[src/rtl/reg_dump_pkg.sv]
// Shared types and constants for the register-dump engine.
package reg_dump_pkg;

  localparam int unsigned ADDR_W = 5;
  localparam logic [ADDR_W-1:0] CSUM_IDX = 5'h1F;

  typedef enum logic [1:0] {
    ST_IDLE   = 2'd0,
    ST_READ   = 2'd1,
    ST_SEND   = 2'd2,
    ST_FINISH = 2'd3
  } state_t;

endpackage

[src/rtl/reg_dump_ctrl.sv]
// Dump sequencer: FSM, index counter and the registered handshake/status outputs.
// REG_DUMP_CHECKSUM_EN adds a trailing checksum beat after the last register.
module reg_dump_ctrl
  import reg_dump_pkg::*;
#(
  parameter int unsigned NUM_REGS = 32
) (
  input  logic              clk,
  input  logic              reset,
  input  logic              i_start,
  input  logic              i_abort,
  input  logic              i_ready,
  output logic [ADDR_W-1:0] o_cnt,
  output logic              o_valid,
  output logic              o_busy,
  output logic              o_done,
`ifdef REG_DUMP_CHECKSUM_EN
  output logic              o_start_c,
  output logic              o_csum_load_c,
`endif
  output logic              o_capture_c
);

  localparam logic [ADDR_W-1:0] LAST_IDX = ADDR_W'(NUM_REGS - 1);

  state_t            r_state, w_state_nxt;
  logic [ADDR_W-1:0] r_cnt, w_cnt_nxt;
  logic              r_valid, r_busy, r_done;
`ifdef REG_DUMP_CHECKSUM_EN
  logic              r_csum, w_csum_nxt;
`endif

  // Next-state and strobe decode; abort overrides any handshake.
  always_comb begin
    w_state_nxt   = r_state;
    w_cnt_nxt     = r_cnt;
    o_capture_c   = 1'b0;
`ifdef REG_DUMP_CHECKSUM_EN
    w_csum_nxt    = r_csum;
    o_start_c     = 1'b0;
    o_csum_load_c = 1'b0;
`endif
    case (r_state)
      ST_IDLE: begin
        if (i_start) begin
          w_state_nxt = ST_READ;
          w_cnt_nxt   = '0;
`ifdef REG_DUMP_CHECKSUM_EN
          o_start_c   = 1'b1;
`endif
        end
      end
      ST_READ: begin
        w_state_nxt = ST_SEND;
        o_capture_c = 1'b1;
      end
      ST_SEND: begin
        if (i_ready) begin
`ifdef REG_DUMP_CHECKSUM_EN
          if (r_csum) begin
            w_state_nxt = ST_FINISH;
          end else if (r_cnt == LAST_IDX) begin
            w_csum_nxt    = 1'b1;
            o_csum_load_c = 1'b1;
          end else begin
            w_cnt_nxt   = r_cnt + ADDR_W'(1);
            w_state_nxt = ST_READ;
          end
`else
          if (r_cnt == LAST_IDX) begin
            w_state_nxt = ST_FINISH;
          end else begin
            w_cnt_nxt   = r_cnt + ADDR_W'(1);
            w_state_nxt = ST_READ;
          end
`endif
        end
      end
      ST_FINISH: w_state_nxt = ST_IDLE;
      default:   w_state_nxt = ST_IDLE;
    endcase

    if (i_abort && (r_state != ST_IDLE)) begin
      w_state_nxt   = ST_IDLE;
      o_capture_c   = 1'b0;
`ifdef REG_DUMP_CHECKSUM_EN
      o_csum_load_c = 1'b0;
`endif
    end

    // Returning to IDLE parks the read address at 0.
    if (w_state_nxt == ST_IDLE) begin
      w_cnt_nxt  = '0;
`ifdef REG_DUMP_CHECKSUM_EN
      w_csum_nxt = 1'b0;
`endif
    end
  end

  always_ff @(posedge clk or posedge reset) begin
    if (reset) begin
      r_state <= ST_IDLE;
      r_cnt   <= '0;
      r_valid <= 1'b0;
      r_busy  <= 1'b0;
      r_done  <= 1'b0;
`ifdef REG_DUMP_CHECKSUM_EN
      r_csum  <= 1'b0;
`endif
    end else begin
      r_state <= w_state_nxt;
      r_cnt   <= w_cnt_nxt;
      r_valid <= (w_state_nxt == ST_SEND);
      r_busy  <= (w_state_nxt != ST_IDLE);
      r_done  <= (w_state_nxt == ST_FINISH);
`ifdef REG_DUMP_CHECKSUM_EN
      r_csum  <= w_csum_nxt;
`endif
    end
  end

  assign o_cnt   = r_cnt;
  assign o_valid = r_valid;
  assign o_busy  = r_busy;
  assign o_done  = r_done;

endmodule

[src/rtl/reg_dump.sv]
// Register-file dump engine: streams NUM_REGS registers over a valid/ready port.
// Define REG_DUMP_CHECKSUM_EN to append an XOR checksum beat at index 5'h1F.
module reg_dump
  import reg_dump_pkg::*;
#(
  parameter int unsigned NUM_REGS = 32,
  parameter int unsigned DATA_W   = 32
) (
  input  logic              clk,
  input  logic              reset,
  input  logic              Start,
  input  logic              Abort,
  output logic [ADDR_W-1:0] ReadRegister,
  input  logic [DATA_W-1:0] ReadData,
  output logic              OutValid,
  input  logic              OutReady,
  output logic [DATA_W-1:0] OutData,
  output logic [ADDR_W-1:0] OutIndex,
  output logic              OutLast,
  output logic              Busy,
  output logic              Done
);

  logic w_capture;
`ifdef REG_DUMP_CHECKSUM_EN
  logic              w_start;
  logic              w_csum_load;
  logic [DATA_W-1:0] r_acc;
`else
  localparam logic [ADDR_W-1:0] LAST_IDX = ADDR_W'(NUM_REGS - 1);
`endif

  reg_dump_ctrl #(
    .NUM_REGS (NUM_REGS)
  ) u_ctrl (
    .clk           (clk),
    .reset         (reset),
    .i_start       (Start),
    .i_abort       (Abort),
    .i_ready       (OutReady),
    .o_cnt         (ReadRegister),
    .o_valid       (OutValid),
    .o_busy        (Busy),
    .o_done        (Done),
`ifdef REG_DUMP_CHECKSUM_EN
    .o_start_c     (w_start),
    .o_csum_load_c (w_csum_load),
`endif
    .o_capture_c   (w_capture)
  );

`ifdef REG_DUMP_CHECKSUM_EN
  // Running XOR of every captured register value.
  always_ff @(posedge clk or posedge reset) begin
    if (reset) begin
      r_acc <= '0;
    end else if (w_start) begin
      r_acc <= '0;
    end else if (w_capture) begin
      r_acc <= r_acc ^ ReadData;
    end
  end

  // Beat payload: register data, or the checksum once the last register is accepted.
  always_ff @(posedge clk or posedge reset) begin
    if (reset) begin
      OutData  <= '0;
      OutIndex <= '0;
      OutLast  <= 1'b0;
    end else if (w_capture) begin
      OutData  <= ReadData;
      OutIndex <= ReadRegister;
      OutLast  <= 1'b0;
    end else if (w_csum_load) begin
      OutData  <= r_acc;
      OutIndex <= CSUM_IDX;
      OutLast  <= 1'b1;
    end
  end
`else
  // Beat payload captured in READ and held through any SEND stall.
  always_ff @(posedge clk or posedge reset) begin
    if (reset) begin
      OutData  <= '0;
      OutIndex <= '0;
      OutLast  <= 1'b0;
    end else if (w_capture) begin
      OutData  <= ReadData;
      OutIndex <= ReadRegister;
      OutLast  <= (ReadRegister == LAST_IDX);
    end
  end
`endif

endmodule

[config.mk]
export PLATFORM = sky130hd
export DESIGN_NAME = reg_dump
export DESIGN_NICKNAME = d
export VERILOG_FILES = /design/src/rtl/reg_dump_pkg.sv /design/src/rtl/reg_dump_ctrl.sv /design/src/rtl/reg_dump.sv
export SDC_FILE = /design/constraint.sdc
export NUM_CORES = 1
export LEC_CHECK = 0
export BUFFER_PORTS_ARGS = -buffer_cell sky130_fd_sc_hd__buf_2
export CELL_PAD_IN_SITES_DETAIL_PLACEMENT = 0
export CELL_PAD_IN_SITES_GLOBAL_PLACEMENT = 1
export CORE_ASPECT_RATIO = 1.1
export CORE_MARGIN = 5
export CORE_UTILIZATION = 40
export DETAILED_ROUTE_END_ITERATION = 8
export PLACE_DENSITY = 0.9
export SKIP_CTS_REPAIR_TIMING = 1
export SLEW_MARGIN = 40
export SYNTH_ARGS = -nofsm -noshare
export SYNTH_HDL_FRONTEND = slang
export SYNTH_HIERARCHICAL = 1
export SYNTH_SLANG_ARGS = --single-unit
[constraint.sdc]
create_clock -name clk -period 4.2 [get_ports clk]
set_clock_uncertainty 0.05 [all_clocks]
set_input_delay 0.63 -clock clk [delete_from_list [all_inputs] [get_ports clk]]
set_output_delay 0.63 -clock clk [all_outputs]
set_load 0.05 [all_outputs]
# Word-level counts from Yosys, hierarchy flattened
# Index checks and enable logic that the tools add are counted.
# Widths: inputs -> output; s select.
# word_totals
mem_count,0
wordCells,37
out_inout_bits,46
latchBits,0
regBits,48
rom_bits,0
inputBits,37
ram_bits,0
# classes
n_mul,0
n_reduce_logical,7
eq_ne,9
mux,12
magnitude_cmp,0
shifts,0
div,0
add_sub_neg,1
n_bitwise,0
# ops
operator,n
$mux 5,4
$pmux 5 s2,1
$ne 3x2->1 const B,3
$eq 2x2->1 const B,4
$mux 2,4
$pmux 2 s4,1
$add 5x1->5 const B,1
$eq 5x5->1 const B,1
$logic_not 2->1,2
$reduce_and 4->1,1
$reduce_bool 2->1,2
$reduce_bool 3->1,1
$eq 2x1->1 const B,1
$mux 1,2
$logic_and 1x1->1,1

# Depth between registers and ports, before layout
# depth
ltp_word,8
mapped_depth,7
depth_no_buf,6

# Hierarchy
# The synthesis kept the hierarchy.
# modules_own_cells
mod,n_inst,seq_area_each_um2,area_per_inst_um2,cells_per_inst
reg_dump,1,950.9,1458.9,84
reg_dump_ctrl,1,250.2,550.5,52

# Worst setup path after synthesis
# Ideal clock, no wire load.
# synth_path
kind,register to register
startpoint,"reg u_ctrl.r_cnt[0], in the netlist u_ctrl/o_cnt[0]"
endpoint,"reg u_ctrl.r_cnt[3], in the netlist u_ctrl/o_cnt[3]"
synth_period_minus_slack_ns,2.142
path_buffers,0
required_time_ns,4.054
arrival_ns,1.997
slack_ns,2.058
setup_time_ns,0.096
stages_incl_launch_ff,7
path_cell_list,dfrtp_1 > ha_1 > and3_1 > ha_1 > and4bb_4 > a41oi_2 > a311oi_2
# synth_between
elab_chain_cells,8
word_cells_on_any_way,16
cone_classes,add/sub (1); eq/ne (4); mux (8); reduce/logical (3)
# synth_rtl
element,line_no,source
"start, declared",reg_dump_ctrl.sv:27,"logic [ADDR_W-1:0] r_cnt, w_cnt_nxt;"
"start signal, assigned",reg_dump_ctrl.sv:112,r_cnt <= w_cnt_nxt;
$eq 5x5->1,reg_dump_ctrl.sv:70,if (r_cnt == LAST_IDX) begin
$mux 2,reg_dump_ctrl.sv:70,
$mux 2,reg_dump_ctrl.sv:58,if (i_ready) begin
$pmux 2 s4,reg_dump_ctrl.sv:43,case (r_state)
$mux 2,reg_dump_ctrl.sv:83,if (i_abort && (r_state != ST_IDLE)) begin
$logic_not 2->1,reg_dump_ctrl.sv:92,if (w_state_nxt == ST_IDLE) begin
$ne 3x2->1 (no line) or $reduce_bool 3->1 (tied branches),--,
$reduce_and 4->1 (no line),--,
# Several ways; a longest one is shown, not always the timed one. The select of a mux whose other input is x is not followed.
# A chain may end at the register's enable or synchronous reset.

# Worst setup path in the final report
# Ends and elaborated chain as after synthesis.

==> flow_summary_export.csv <==
group,metric,value,unit
synth,synth_seq_cells,48,
floorplanning,fp-row-count,27,
timing,rsz0062_at_grt,"no",
cells_and_area,layout_commonest_cell,"buf_2",
cells_and_area,multiInputGateArea,743,µm²
synth,syn_nets,175,
timing,finalSetupViolations,0,
synth,syn_inst,136,
critical_path,crit_chain,"ha_1, and3_1, ha_1, and4bb_4, a41oi_2, a311oi_2",
critical_path,critPathMaxFanout,8,
outcome,status,"finished, final reports clean",
clock_tree,path_clk_slew,0.08,ns
power_and_ir_drop,sequentialPowerShare,38.8,%
detailed_routing,drtPass1Iterations,4,
cells_and_area,finalNetCount,260,
global_route,antenna_found_initial,0,
worst_hold_path,min_path_type,"primary input to asynchronous set/reset pin",
critical_path,arrival,2.21,ns
timing,timing.final.max_slew_violations,0,
detailed_routing,drt-initial-drc-count,39,
power_and_ir_drop,power_leakage,0.00128,µW
synth,ys_types,29,
global_route,grt_use_met3,4.08,%
cells_and_area,final_cell_mix,"buf_2 (82), dfrtp_1 (48), mux2_2 (29)",
clock_tree,cts_buffers,5,
clock_tree,cts.sinks,48,
global_route,met2_usage,22.2,%
power_and_ir_drop,ir_worst_vdd,252,µV
cells_and_area,layout-area-overhead-vs-synth,26.9,%
floorplanning,start_util,40.7,%
detailed_routing,wire_per_inst,14.8,µm
critical_path,crit_required,4.36,ns
power_and_ir_drop,p_sw_share,44.4,%
clock_tree,clock_latency,0.29,ns
floorplanning,die_w,77.6,µm
timing,finalSetupTns,0,ns
global_route,gr-total-overflow,0,
synth,synth_warnings,6,
power_and_ir_drop,intPower,912,µW
power_and_ir_drop,power_switching,727,µW
cells_and_area,seq_area,1200,µm²
critical_path,cp-start-kind,"register",
timing,tightest_slew,0.555,ns
critical_path,slowest_stage,"dfrtp_1",
place,port_buffers,82,
timing,hold_violations,0,
synth,avgSynthCellArea,14.8,µm²
clock_tree,cts_tree,"yes",
global_route,grt_pass1_wl,7.10,mm
detailed_routing,ant_nets,0,
detailed_routing,vias,1367,
power_and_ir_drop,combinationalPowerShare,44.3,%
place,gp_congestion,0.818,
detailed_routing,vias_per_cell,4.88,
critical_path,end_kind,"register",
power_and_ir_drop,power_density,643,nW/µm²
place,dpl.hpwl,3.06,mm
floorplanning,core,4930,µm²
synth,netlist_area,2010,µm²
global_route,met1_usage,16.2,%
clock_tree,cts_root_buf,"clkbuf_8",
clock_tree,cts_max_level,2,
critical_path,critical_path_buf_inv_count,0,
critical_path,cp_top_family,"simple AND/OR/NAND/NOR gates",
timing,period_share,48.9,%
detailed_routing,drc,0,
floorplanning,die_h,84.3,µm
timing,min_period,2.05,ns
cells_and_area,num_antenna_cells,0,
critical_path,crit_top_cell,"ha_1",
floorplanning,die_area,6540,µm²
timing,whs,0.265,ns
critical_path,slowest_delay,0.49,ns
global_route,track_usage,13.3,%
global_route,grt_max_degree,40,
timing,fmax,0.487,GHz
floorplanning,ios,83,
timing,slew-limit-headroom,63.0,%
flow_run,drv_cap,0,
cells_and_area,drive_gt1_share,59.9,%
global_route,grt_pass1_vias,1461,
power_and_ir_drop,p_clk_share,16.9,%
clock_tree,cts_buffer_depth,2,
global_route,gr-max-usage-layer,"met2",
cells_and_area,n_fill_cell,453,
detailed_routing,routed_wirelength,4.15,mm
synth,ys_seq_area_share,59.8,%
critical_path,critPathKind,"register to register",
cell type report:
type	instances	share of cell area (%)
inverters	6	0.883
clock buffers	6	3.24
repair buffers	83	16.4
well taps	58	2.85
flip-flops and latches	48	47.1
clock inverters	2	0.393
multi-input cells	77	29.1
metal layers:
layer	vias up	wire length, µm
li1	652	-
met1	664	1700
met2	46	2110
met3	5	300
met4	0	41
met5	-	0
power groups by stage:
stage	clock network (µW)	registers (µW)	logic [µW]
after floorplan	0	1050	167
after global placement	0	643	726
after detailed placement	0	647	735
after CTS	288	639	735
after global routing	305	657	757
final	277	636	726
worst reg2reg max path, delay by kind of cell (launching register included):
family	cells	cell delay, ns
DFF	1	0.49
AOI/OAI and AO/OA	2	0.38
adders and majority gates	2	0.47
and+or+nand+nor	2	0.58
cell families after synthesis:
family          count (synthesis)  synth area share (%)
fa+ha+maj                       2                  1.25
simple gates                   27                  8.78
mux                            37                  22.2
flops                          48                  59.8
buf+inv                        11                  3.36
compound gates                 11                  4.61
sequential cells by signal, indices dropped and copies added, names as in the netlist:
| register | cells |
|---|---|
| u_ctrl/o_cnt | 5 |
| OutIndex | 5 |
| OutLast | 1 |
| OutData | 32 |
| u_ctrl/o_done | 1 |
| u_ctrl/o_busy | 1 |
| u_ctrl/r_state | 2 |
| u_ctrl/o_valid | 1 |
final timing paths:
path / start / to / slack, ns / cells past startpoint
worst min-delay path: reset / u_ctrl/o_cnt[2] / 0.26 / 2
max in group asynchronous: reset / OutData[18] / 3.38 / 3
worst min register to register: OutData[22] / OutData[22] / 0.46 / 1
worst max register to register: u_ctrl/o_cnt[0] / u_ctrl/o_cnt[3] / 2.15 / 6
min in group clk: OutData[22] / OutData[22] / 0.46 / 1
worst max-delay path: u_ctrl/o_cnt[0] / u_ctrl/o_cnt[3] / 2.15 / 6
Yosys cell counts:
master	count	area share [%]
mux2_2	29	16
nor2b_1	1	0.31
mux2_4	8	6.0
and2_1	1	0.31
or2_1	1	0.31
ha_1	2	1.2
a41oi_2	1	0.81
nand4b_1	2	0.87
nor3b_1	1	0.37
and4bb_4	1	0.81
nor3_1	1	0.25
nand2b_1	4	1.2
or3b_1	1	0.44
nand3b_1	1	0.37
inv_1	6	1.1
a311oi_2	1	0.75
nand4bb_1	1	0.56
buf_4	3	1.1
nand3_1	6	1.5
nand2_1	3	0.56
nor2_1	1	0.19
and2b_1	1	0.37
and3_1	1	0.31
a21oi_1	6	1.5
o22ai_1	1	0.31
a311oi_1	1	0.44
a32oi_2	1	0.81
dfrtp_1	48	60
buf_6	2	1.1
stage by stage:
stage / cell area, µm² / setup slack (ns) / std cells / total power, µW / utilization [%]
2_1_floorplan: 2010 / 2.06 / 136 / 1210 / -
3_3_place_gp: 2460 / 1.99 / 272 / 1370 / 49.8
3_5_place_dp: 2460 / 2.19 / 272 / 1380 / 49.8
4_1_cts: 2550 / 2.16 / 280 / 1660 / 51.7
5_1_grt: 2550 / 2.08 / 280 / 1720 / 51.7
6_report: 2550 / 2.15 / 280 / 1640 / 51.7
(Power assumes the default switching activity.)
